==> src/rtl/qpsk_pkg.sv <==
// Shared definitions for the QPSK modulator.
// Holds the sample and phase widths, the 64-entry signed sine table, the FSM
// state type and small helpers for sign mapping and cosine indexing.
package qpsk_pkg;

  localparam int SAMPLE_W  = 12;
  localparam int LUT_DEPTH = 64;
  localparam int PHASE_W   = 6;

  typedef logic signed [SAMPLE_W-1:0] sample_t;
  typedef logic [PHASE_W-1:0]         phase_t;

  typedef enum logic {
    ST_IDLE   = 1'b0,
    ST_ACTIVE = 1'b1
  } state_t;

  // SIN_LUT[k] = round(2047 * sin(2*pi*k/64)); peak magnitude 2047, so a
  // negated entry always fits and -2048 never appears.
  localparam sample_t SIN_LUT [LUT_DEPTH] = '{
     12'sd0,     12'sd201,   12'sd399,   12'sd594,
     12'sd783,   12'sd965,   12'sd1137,  12'sd1299,
     12'sd1447,  12'sd1582,  12'sd1702,  12'sd1805,
     12'sd1891,  12'sd1959,  12'sd2008,  12'sd2037,
     12'sd2047,  12'sd2037,  12'sd2008,  12'sd1959,
     12'sd1891,  12'sd1805,  12'sd1702,  12'sd1582,
     12'sd1447,  12'sd1299,  12'sd1137,  12'sd965,
     12'sd783,   12'sd594,   12'sd399,   12'sd201,
     12'sd0,    -12'sd201,  -12'sd399,  -12'sd594,
    -12'sd783,  -12'sd965,  -12'sd1137, -12'sd1299,
    -12'sd1447, -12'sd1582, -12'sd1702, -12'sd1805,
    -12'sd1891, -12'sd1959, -12'sd2008, -12'sd2037,
    -12'sd2047, -12'sd2037, -12'sd2008, -12'sd1959,
    -12'sd1891, -12'sd1805, -12'sd1702, -12'sd1582,
    -12'sd1447, -12'sd1299, -12'sd1137, -12'sd965,
    -12'sd783,  -12'sd594,  -12'sd399,  -12'sd201
  };

  // Cosine is the sine table read a quarter cycle (16 entries) ahead.
  function automatic phase_t cos_index(input phase_t phase);
    return phase + 6'd16;
  endfunction

  // Symbol bit 1 selects +carrier, 0 selects -carrier.
  function automatic sample_t apply_sign(input logic sym_bit, input sample_t mag);
    return sym_bit ? mag : -mag;
  endfunction

endpackage

==> src/rtl/qpsk_modulator_if.sv <==
// Symbol-in / sample-out bundle of the QPSK modulator.
// master: symbol producer and sample consumer; slave: the modulator.
interface qpsk_modulator_if;
  import qpsk_pkg::*;

  logic    i_I;
  logic    i_Q;
  logic    i_valid;
  logic    o_ready;
  logic    o_valid;
  sample_t o_I;
  sample_t o_Q;

  modport master (
    output i_I, i_Q, i_valid,
    input  o_ready, o_valid, o_I, o_Q
  );

  modport slave (
    input  i_I, i_Q, i_valid,
    output o_ready, o_valid, o_I, o_Q
  );

endinterface

==> src/rtl/qpsk_nco.sv <==
// Carrier NCO for the QPSK modulator: 6-bit modulo-64 phase accumulator and
// sine/cosine table read at the current phase. The caller decides when the
// phase advances and when it is cleared (QPSK_MOD_CONT_PHASE_EN is resolved
// in the top level, which simply never asserts clear when it is defined).
module qpsk_nco
  import qpsk_pkg::*;
#(
  parameter int PHASE_INC = 4
) (
  input  logic    clk,
  input  logic    rst_n,
  input  logic    advance,
  input  logic    clear,
  output sample_t cos_val,
  output sample_t sin_val
);

  localparam phase_t PHASE_STEP = phase_t'(PHASE_INC);

  phase_t phase_r;

  // Phase accumulator: clear wins over advance, wraps naturally at 64.
  always_ff @(posedge clk or negedge rst_n) begin
    if (!rst_n) begin
      phase_r <= 6'd0;
    end else if (clear) begin
      phase_r <= 6'd0;
    end else if (advance) begin
      phase_r <= phase_r + PHASE_STEP;
    end else begin
      phase_r <= phase_r;
    end
  end

  assign sin_val = SIN_LUT[phase_r];
  assign cos_val = SIN_LUT[cos_index(phase_r)];

endmodule

==> src/rtl/qpsk_modulator.sv <==
// Baseband QPSK modulator. Accepts one (I,Q) symbol per valid/ready handshake
// and emits SAMPLES_PER_SYMBOL signed 12-bit carrier samples, one per clock,
// with each component's sign set by its symbol bit. A new symbol is accepted
// on the last-sample cycle so back-to-back symbols stream without a bubble.
// Optional macro QPSK_MOD_CONT_PHASE_EN: keep carrier phase across idle gaps
// (cleared only by reset); otherwise every burst restarts at phase 0.
module qpsk_modulator
  import qpsk_pkg::*;
#(
  parameter int SAMPLES_PER_SYMBOL = 16,
  parameter int PHASE_INC          = 4
) (
  input logic             clk,
  input logic             rst_n,
  qpsk_modulator_if.slave bus
);

  localparam int CNT_W = (SAMPLES_PER_SYMBOL > 1) ? $clog2(SAMPLES_PER_SYMBOL) : 1;
  localparam logic [CNT_W-1:0] LAST_CNT = CNT_W'(SAMPLES_PER_SYMBOL - 1);
  localparam logic [CNT_W-1:0] CNT_ONE  = CNT_W'(1);

  state_t           state_r;
  logic [CNT_W-1:0] cnt_r;
  logic             sym_i_r;
  logic             sym_q_r;
  logic             valid_r;
  sample_t          out_i_r;
  sample_t          out_q_r;

  logic    ready_s;
  logic    accept_s;
  logic    last_s;
  logic    phase_clr_s;
  sample_t cos_s;
  sample_t sin_s;

  // Handshake decode; ready depends only on registered state.
  always_comb begin
    ready_s  = 1'b0;
    last_s   = 1'b0;
    if (state_r == ST_ACTIVE) begin
      last_s  = (cnt_r == LAST_CNT);
      ready_s = last_s;
    end else begin
      ready_s = 1'b1;
    end
    accept_s = bus.i_valid && ready_s;
  end

`ifdef QPSK_MOD_CONT_PHASE_EN
  assign phase_clr_s = 1'b0;
`else
  assign phase_clr_s = last_s && !accept_s;
`endif

  qpsk_nco #(
    .PHASE_INC (PHASE_INC)
  ) u_nco (
    .clk     (clk),
    .rst_n   (rst_n),
    .advance (state_r == ST_ACTIVE),
    .clear   (phase_clr_s),
    .cos_val (cos_s),
    .sin_val (sin_s)
  );

  // Symbol FSM, sample counter and registered sample outputs.
  always_ff @(posedge clk or negedge rst_n) begin
    if (!rst_n) begin
      state_r <= ST_IDLE;
      cnt_r   <= '0;
      sym_i_r <= 1'b0;
      sym_q_r <= 1'b0;
      valid_r <= 1'b0;
      out_i_r <= 12'sd0;
      out_q_r <= 12'sd0;
    end else begin
      if (state_r == ST_ACTIVE) begin
        valid_r <= 1'b1;
        out_i_r <= apply_sign(sym_i_r, cos_s);
        out_q_r <= apply_sign(sym_q_r, sin_s);
      end else begin
        valid_r <= 1'b0;
        out_i_r <= 12'sd0;
        out_q_r <= 12'sd0;
      end

      case (state_r)
        ST_IDLE: begin
          if (accept_s) begin
            state_r <= ST_ACTIVE;
            cnt_r   <= '0;
            sym_i_r <= bus.i_I;
            sym_q_r <= bus.i_Q;
          end else begin
            state_r <= ST_IDLE;
            cnt_r   <= '0;
          end
        end
        ST_ACTIVE: begin
          if (accept_s) begin
            state_r <= ST_ACTIVE;
            cnt_r   <= '0;
            sym_i_r <= bus.i_I;
            sym_q_r <= bus.i_Q;
          end else if (last_s) begin
            state_r <= ST_IDLE;
            cnt_r   <= '0;
          end else begin
            state_r <= ST_ACTIVE;
            cnt_r   <= cnt_r + CNT_ONE;
          end
        end
        default: begin
          state_r <= ST_IDLE;
          cnt_r   <= '0;
        end
      endcase
    end
  end

  assign bus.o_ready = ready_s;
  assign bus.o_valid = valid_r;
  assign bus.o_I     = out_i_r;
  assign bus.o_Q     = out_q_r;

endmodule

==> src/flat_wrapper.sv <==
// flat-port wrapper written by rule: the top's interface ports become plain ports
module qpsk_modulator_flat import qpsk_pkg::*;
#(
  parameter int SAMPLES_PER_SYMBOL = 16,
  parameter int PHASE_INC          = 4
)
  (clk, rst_n, bus_i_I, bus_i_Q, bus_i_valid, bus_o_ready, bus_o_valid, bus_o_I, bus_o_Q);
  qpsk_modulator_if bus_i ();
  input logic clk;
  input logic rst_n;
  input wire logic [$bits(bus_i.i_I)-1:0] bus_i_I;
  input wire logic [$bits(bus_i.i_Q)-1:0] bus_i_Q;
  input wire logic [$bits(bus_i.i_valid)-1:0] bus_i_valid;
  output wire logic [$bits(bus_i.o_ready)-1:0] bus_o_ready;
  output wire logic [$bits(bus_i.o_valid)-1:0] bus_o_valid;
  output wire logic [$bits(bus_i.o_I)-1:0] bus_o_I;
  output wire logic [$bits(bus_i.o_Q)-1:0] bus_o_Q;
  assign bus_i.i_I = bus_i_I;
  assign bus_i.i_Q = bus_i_Q;
  assign bus_i.i_valid = bus_i_valid;
  assign bus_o_ready = bus_i.o_ready;
  assign bus_o_valid = bus_i.o_valid;
  assign bus_o_I = bus_i.o_I;
  assign bus_o_Q = bus_i.o_Q;
  qpsk_modulator #(.SAMPLES_PER_SYMBOL(SAMPLES_PER_SYMBOL), .PHASE_INC(PHASE_INC)) u_core (.clk(clk), .rst_n(rst_n), .bus(bus_i));
endmodule
==> config.mk <==
export PLATFORM = sky130hd
export DESIGN_NAME = qpsk_modulator_flat
export DESIGN_NICKNAME = d
export VERILOG_FILES = /design/src/rtl/qpsk_pkg.sv /design/src/rtl/qpsk_modulator_if.sv /design/src/rtl/qpsk_nco.sv /design/src/rtl/qpsk_modulator.sv /design/src/flat_wrapper.sv
export SDC_FILE = /design/constraint.sdc
export NUM_CORES = 1
export LEC_CHECK = 0
export ABC_AREA = 1
export ABC_CLOCK_PERIOD_IN_PS = 2150
export CAP_MARGIN = 5
export CORE_ASPECT_RATIO = 1.75
export CORE_MARGIN = 3
export CORE_UTILIZATION = 30
export DETAILED_ROUTE_END_ITERATION = 10
export PLACE_DENSITY = 0.44
export SLEW_MARGIN = 20
export SYNTH_ARGS = -nofsm -noshare
export SYNTH_HDL_FRONTEND = slang
export SYNTH_SLANG_ARGS = --single-unit
==> constraint.sdc <==
create_clock -name clk -period 2.15 [get_ports clk]
set_input_delay 0.43 -clock clk [delete_from_list [all_inputs] [get_ports clk]]
set_output_delay 0.43 -clock clk [all_outputs]
set_load 0.02 [all_outputs]
# After elaboration in Yosys (flattened, before gate mapping)
# Memories as Yosys holds them, arrays and structs flattened.
# Cells that the tools add are included.
[totals]
in_bits = 5
reg_bits = 38
out_inout_bits = 26
rom_bits = 1536
memories = 2
[op_classes]
n_bitwise = 3
n_eq_ne = 1
n_reduce_logical = 4
order_cmp = 2
mux = 22
add_sub_neg = 5
[memory_table]
columns = ["name", "words", "width", "read_ports", "rd_ports_with_merged_regs", "wr", "line", "rtl"]
rows = [
  ["(no name shown)", 64, 12, 1, 0, 0, "qpsk_nco.sv:36", "assign cos_val = SIN_LUT[cos_index(phase_r)];"],
  ["(no name shown)", 64, 12, 1, 0, 0, "qpsk_nco.sv:35", "assign sin_val = SIN_LUT[phase_r];"],
]
[ops]
columns = ["op", "count"]
rows = [
  ["$mux 12", 8],
  ["$neg 12->12", 2],
  ["$ge 7x7->1 const B", 2],
  ["$not 6->7", 2],
  ["$mux 6", 2],
  ["$mux 1", 8],
  ["$mux 4", 2],
  ["$pmux 4 s2", 1],
  ["$add 6x3->6 const B", 1],
  ["$add 6x5->6 const B", 1],
  ["$add 4x1->4 const B", 1],
  ["$eq 4x4->1 const B", 1],
  ["$logic_and 1x1->1", 2],
  ["$pmux 1 s2", 1],
  ["$reduce_bool 2->1", 1],
  ["$logic_not 1->1", 1],
  ["$not 1->1", 1],
]

# Logic depth before layout (Yosys ltp)
[logic_depth]
depth_word = 8
depth_mapped = 15

# Hierarchy
# Synthesis repeated with hierarchy kept, for this count alone.
[hier_totals]
hier_cells = 330
area_unflattened_um2 = 2313.5
[by_module_without_submodules]
columns = ["mod", "area_per_inst_um2", "instances", "seq_area_each_um2", "cells_per_inst"]
rows = [
  ["qpsk_modulator", 1575.3, 1, 800.8, 203],
  ["qpsk_nco", 738.2, 1, 100.1, 127],
]

# Worst setup path before layout
# OpenSTA, ideal clock, no wires.
[synth_timing]
path_type = "register to register"
from = "reg u_core.u_nco.phase_r[3]"
to = "reg u_core.out_i_r[6], in the netlist u_core.bus.o_I[6]"
required_time_ns = 2.030
path_slack_ns = 0.244
path_stages_with_launch = 11
arrival_ns = 1.786
path_buffers = 1
synth_period_minus_slack_ns = 1.906
cell_sequence = "dfrtp_1 buf_2 inv_2 nand2_1 o21ai_0 ha_1 nand3_1 o21ai_2 nand2_1 o21ai_0 nor2_1"
[synth_via]
elab_chain_len = 8
[synth_rtl]
columns = ["element", "line", "rtl"]
rows = [
  ["start: declaration", "qpsk_nco.sv:20", "phase_t phase_r;"],
  ["start signal: assignment", "qpsk_nco.sv:29", "phase_r <= phase_r + PHASE_STEP;"],
  ["start signal: assignment", "qpsk_nco.sv:31", "phase_r <= phase_r;"],
  ["$add 6x5->6 (*)", "qpsk_pkg.sv:41", "return phase + 6'd16;"],
  ["$not 6->7 (not written as such) (*)", "qpsk_nco.sv:36", ""],
  ["$mem_v2 64x12 (*)", "-", ""],
  ["$mux 12 (not written as such) (*) (2 in series)", "qpsk_nco.sv:36", ""],
  ["$neg 12->12", "qpsk_pkg.sv:46", "return sym_bit ? mag : -mag;"],
  ["$mux 12 (*)", "qpsk_pkg.sv:46", ""],
  ["$mux 12 (*)", "qpsk_modulator.sv:78", "if (state_r == ST_ACTIVE) begin"],
  ["end signal: assignment", "qpsk_modulator.sv:80", "out_i_r <= apply_sign(sym_i_r, cos_s);"],
  ["end: declaration", "qpsk_modulator.sv:27", "sample_t out_i_r;"],
]
# Mark *: on every way between the ends. The rest lies on a longest branch, timed or not. The select of a mux whose other input is x is not followed.
# A chain may end at the register's enable or synchronous reset.

# Worst setup path in the final report
[layout_timing]
from = "reg u_core.cnt_r[0]"
to = "out bus_o_ready"
[layout_via]
elab_chain_len = 2
[layout_rtl]
columns = ["element", "line", "rtl"]
rows = [
  ["start: declaration", "qpsk_modulator.sv:23", "logic [CNT_W-1:0] cnt_r;"],
  ["start signal: assignment", "qpsk_modulator.sv:111", "cnt_r <= cnt_r + CNT_ONE;"],
  ["$eq 4x4->1", "qpsk_modulator.sv:42", "last_s = (cnt_r == LAST_CNT);"],
  ["$mux 1", "qpsk_modulator.sv:41", "if (state_r == ST_ACTIVE) begin"],
  ["end: declaration", "flat_wrapper.sv:14", "output wire logic [$bits(bus_i.o_ready)-1:0] bus_o_ready;"],
]
# Every way passes these cells.

==> summary.md <==
The tool flagged a number of max-cap violations equal to 0. The run finished with clean final reports. Counting cells, the worst reg-to-reg path comes to 12.

The number of buffers created by CTS was 5. The share of the clock period used by the worst path is 92.4%. Routability-driven placement finished with a final weighted congestion of 0.929. Once detail routing completed, the nets flagged for antenna violations numbered 0. From left edge to right edge, the die measures 74.3 microns. After the last flow step, the layout net total stands at 418.

STA classifies the critical path startpoint as a flip-flop. Sorting the synthesized cells by how often they occur yields nand2_1 (113), nor2_1 (46), dfrtp_1 (36). The die is 125 microns tall.

The actual slew at the worst max-slew pin is 466 ps, and the global routing usage summed across all routing layers is 16.4%. The number of nets handed over by synthesis was 378. After clock tree synthesis, the clock-pin slew on the worst setup and hold paths is 60 ps. From synthesis to final layout, the design area changed by 25.1%.

After synthesis, the largest area contributor takes up 36.8% of total cell area. The first global-routing pass estimated 11.6 mm of wire. The most common cell in the netlist is nand2_1. For this design, the sink count on the clock tree is 36.

For this configuration, the core starts out at a cell density of 30.9%. Number of antenna violations at the first check in global routing: 0. CTS built an H-tree with a depth of 2. The multi-input combinational cells in the finished layout cover a total of 0.00133 sq mm. Yosys mapped the design onto 33 distinct sky130hd cell types.

TritonCTS built the clock tree. The run gives 230 ps as the slack of the worst reg-to-reg path. The dominant register cell in the synthesized netlist was dfrtp_1. The synthesized instance count is 363. The category of the most critical setup path was reg2out.

The number of synthesized flops with an enable pin works out to 0. Row generation in the floorplan step produced 43 rows. The fraction of final layout cells with drive strength greater than 1 is 11.4%.

Data arrival time at the worst-slack endpoint: 1560 ps. In this run the worst path has a maximum fanout of 5. For the total via count in the routed design, the log shows 2393.

The tools report the endpoint of the worst register-to-register path as u_core.bus.o_Q[7]. After detailed routing, the number of remaining DRC violations is 0. The die covers 0.00932 sq mm. Dividing the detail-routed wire length by the instance count gives 14.4 microns. The logs give 68.6% for the worst relative slew slack and 0.00791 sq mm for the core region area. The data required time at the worst endpoint was 1720 ps; the sequential cell area was 901 sq um. The critical path starts at u_core.cnt_r[0]. Sort of element at the end of the critical path: an output port.

Sorting the synthesized cells by area gives the leading types as dfrtp_1 (37%), nand2_1 (17%), nor2_1 (7.1%), a21oi_1 (5.5%), nand3_1 (5.3%). The run gives 0 as the count of endpoints failing hold in the final timing report. During synthesis, Yosys emitted a total of 0 warnings.

Number of max-slew violations in the final report: 0. Static timing analysis puts the maximum clock frequency at 503 MHz. For the total iterations of the first detailed-routing run, the log shows 4. Setup violations remaining at the end of the flow were counted as 0.

The placed wire-length estimate after detailed placement was 5.64 mm. 0 antenna diodes ended up in the layout. The starting DRC count in detailed routing is 118, and the via-per-instance ratio is 4.84.

The largest net degree at the start of global routing came out at 26. The root buffer cell chosen for the clock tree is clkbuf_16. The logs give 856 for the final-layout fill cell count and 280 ps for the clock insertion delay at the later pin of the skew report. After synthesis, the share of flip-flops with an asynchronous set or reset is 100%. The routed design could run at a clock period as short as 1990 ps.

Kind of path behind the tightest hold check: in2async. During I/O placement, the number of pins put on the boundary was 31. Clock skew on the completed layout was measured at 4.28 ps.

The tools report the detailed-route wire length as 7.09 mm. The run gives 0 as the overflow left after global routing. The clock passes through at most 2 buffers. Summed over all instances, the cell type with the most area after synthesis is dfrtp_1. The startpoint identified for the worst register-to-register timing path is u_core.u_nco.phase_r[2].

The final hold slack came out at 42.3 ps. For the number of global-route vias before repair, the log shows 2305. Input and output buffers added on the ports amount to 30.

For this run, the register share of the synthesized area comes to 36.8%. The cell area that synthesis handed to floorplanning was 0.00245 sq mm. In this run the mean area of a mapped cell was 6.74 sq um. Counting flops and latches in the post-synthesis netlist gives 36.
[worst max-delay path, stage by stage (launching register included)]
cell and delay (ps):
dfrtp_1 400, ha_1 220, nand2_1 70, inv_1 50, nand2_1 80, nand2_1 120, dlygate4sd2_1 350
[worst max path at each step]
stage / end / slack [ps] / cells after the start
floorplan: u_core.bus.o_I[6] / 240 / 10
global placement: u_core.bus.o_I[11] / 170 / 10
detailed placement: u_core.bus.o_I[11] / 180 / 10
CTS: bus_o_ready / 150 / 6
global route: u_core.bus.o_I[8] / -7 / 11
finish: bus_o_ready / 160 / 6
[state kept, by name, summed over array words and instances, names as in the netlist]
name	cells
u_core.bus.o_I	12
u_core.bus.o_Q	12
u_core.bus.o_valid	1
u_core.cnt_r	4
u_core.state_r	1
u_core.sym_i_r	1
u_core.sym_q_r	1
u_core.u_nco.phase_r	4
[placed cells by master (no fill, tap or decap), types with 2 or more instances in the layout]
cell / instances
o21ai_0: 18
inv_2: 5
clkbuf_16: 5
buf_4: 18
nor3_1: 5
clkdlybuf4s50_1: 28
nand4_1: 2
o21a_1: 2
nor2_2: 2
nor2_1: 46
a21oi_2: 5
o21ai_1: 5
dfrtp_1: 36
nand2_2: 5
nand3_1: 26
nand2_1: 113
ha_1: 10
a21oi_1: 25
inv_1: 30
[cell families (layout without fill, tap and decap cells)]
group,count (synthesis),count (layout),share of synthesized area [%]
xor gates and xnor gates,1,1,0.358
DFF,36,36,36.8
and+or+nand+nor,202,202,34.0
buffers and inverters,52,93,9.56
AOI/OAI and AO/OA,62,62,14.1
adders and majority gates,10,10,5.11
[per-stage QoR]
step | utilization (%) | setup TNS [ps] | area (sq um) | worst slack (ps) | instances
2_1_floorplan | - | 0 | 2450 | 244 | 363
3_3_place_gp | 36.5 | 0 | 2890 | 175 | 485
3_5_place_dp | 36.5 | 0 | 2890 | 181 | 485
4_1_cts | 38.4 | 0 | 3040 | 146 | 493
5_1_grt | 38.7 | -6.63 | 3060 | -6.63 | 494
6_report | 38.7 | 0 | 3060 | 163 | 494
[area by class of cell]
cell class | count | share of cell area [%]
inverters | 37 | 4.62
well taps | 90 | 3.68
clock buffers | 7 | 4.66
multi-input cells | 275 | 43.4
clock inverters | 1 | 0.245
flip-flops and latches | 36 | 29.4
repair buffers | 48 | 14.0
[per-layer routing]
| metal | wire length (microns) | vias up | global-route usage [%] |
|---|---|---|---|
| met4 | 412 | 0 | 9.85 |
| met1 | 2770 | 1085 | 18.4 |
| met3 | 182 | 24 | 2.41 |
| li1 | - | 1234 | - |
| met5 | 0 | - | 0 |
| met2 | 3730 | 50 | 28.3 |
[timing repair]
| item | CTS | global route |
|---|---|---|
| hold buffers | 0 | 0 |
| resized for setup | 1 | 5 |
| endpoints found under the setup margin | 1 | 4 |
| buffers inserted | 0 | 1 |
| pin swaps | 0 | 1 |
| gates cloned | 0 | 0 |
Power is left out: the tool's default activity adds up to more than one toggle a clock period on the data nets, which glitch-free logic cannot reach.
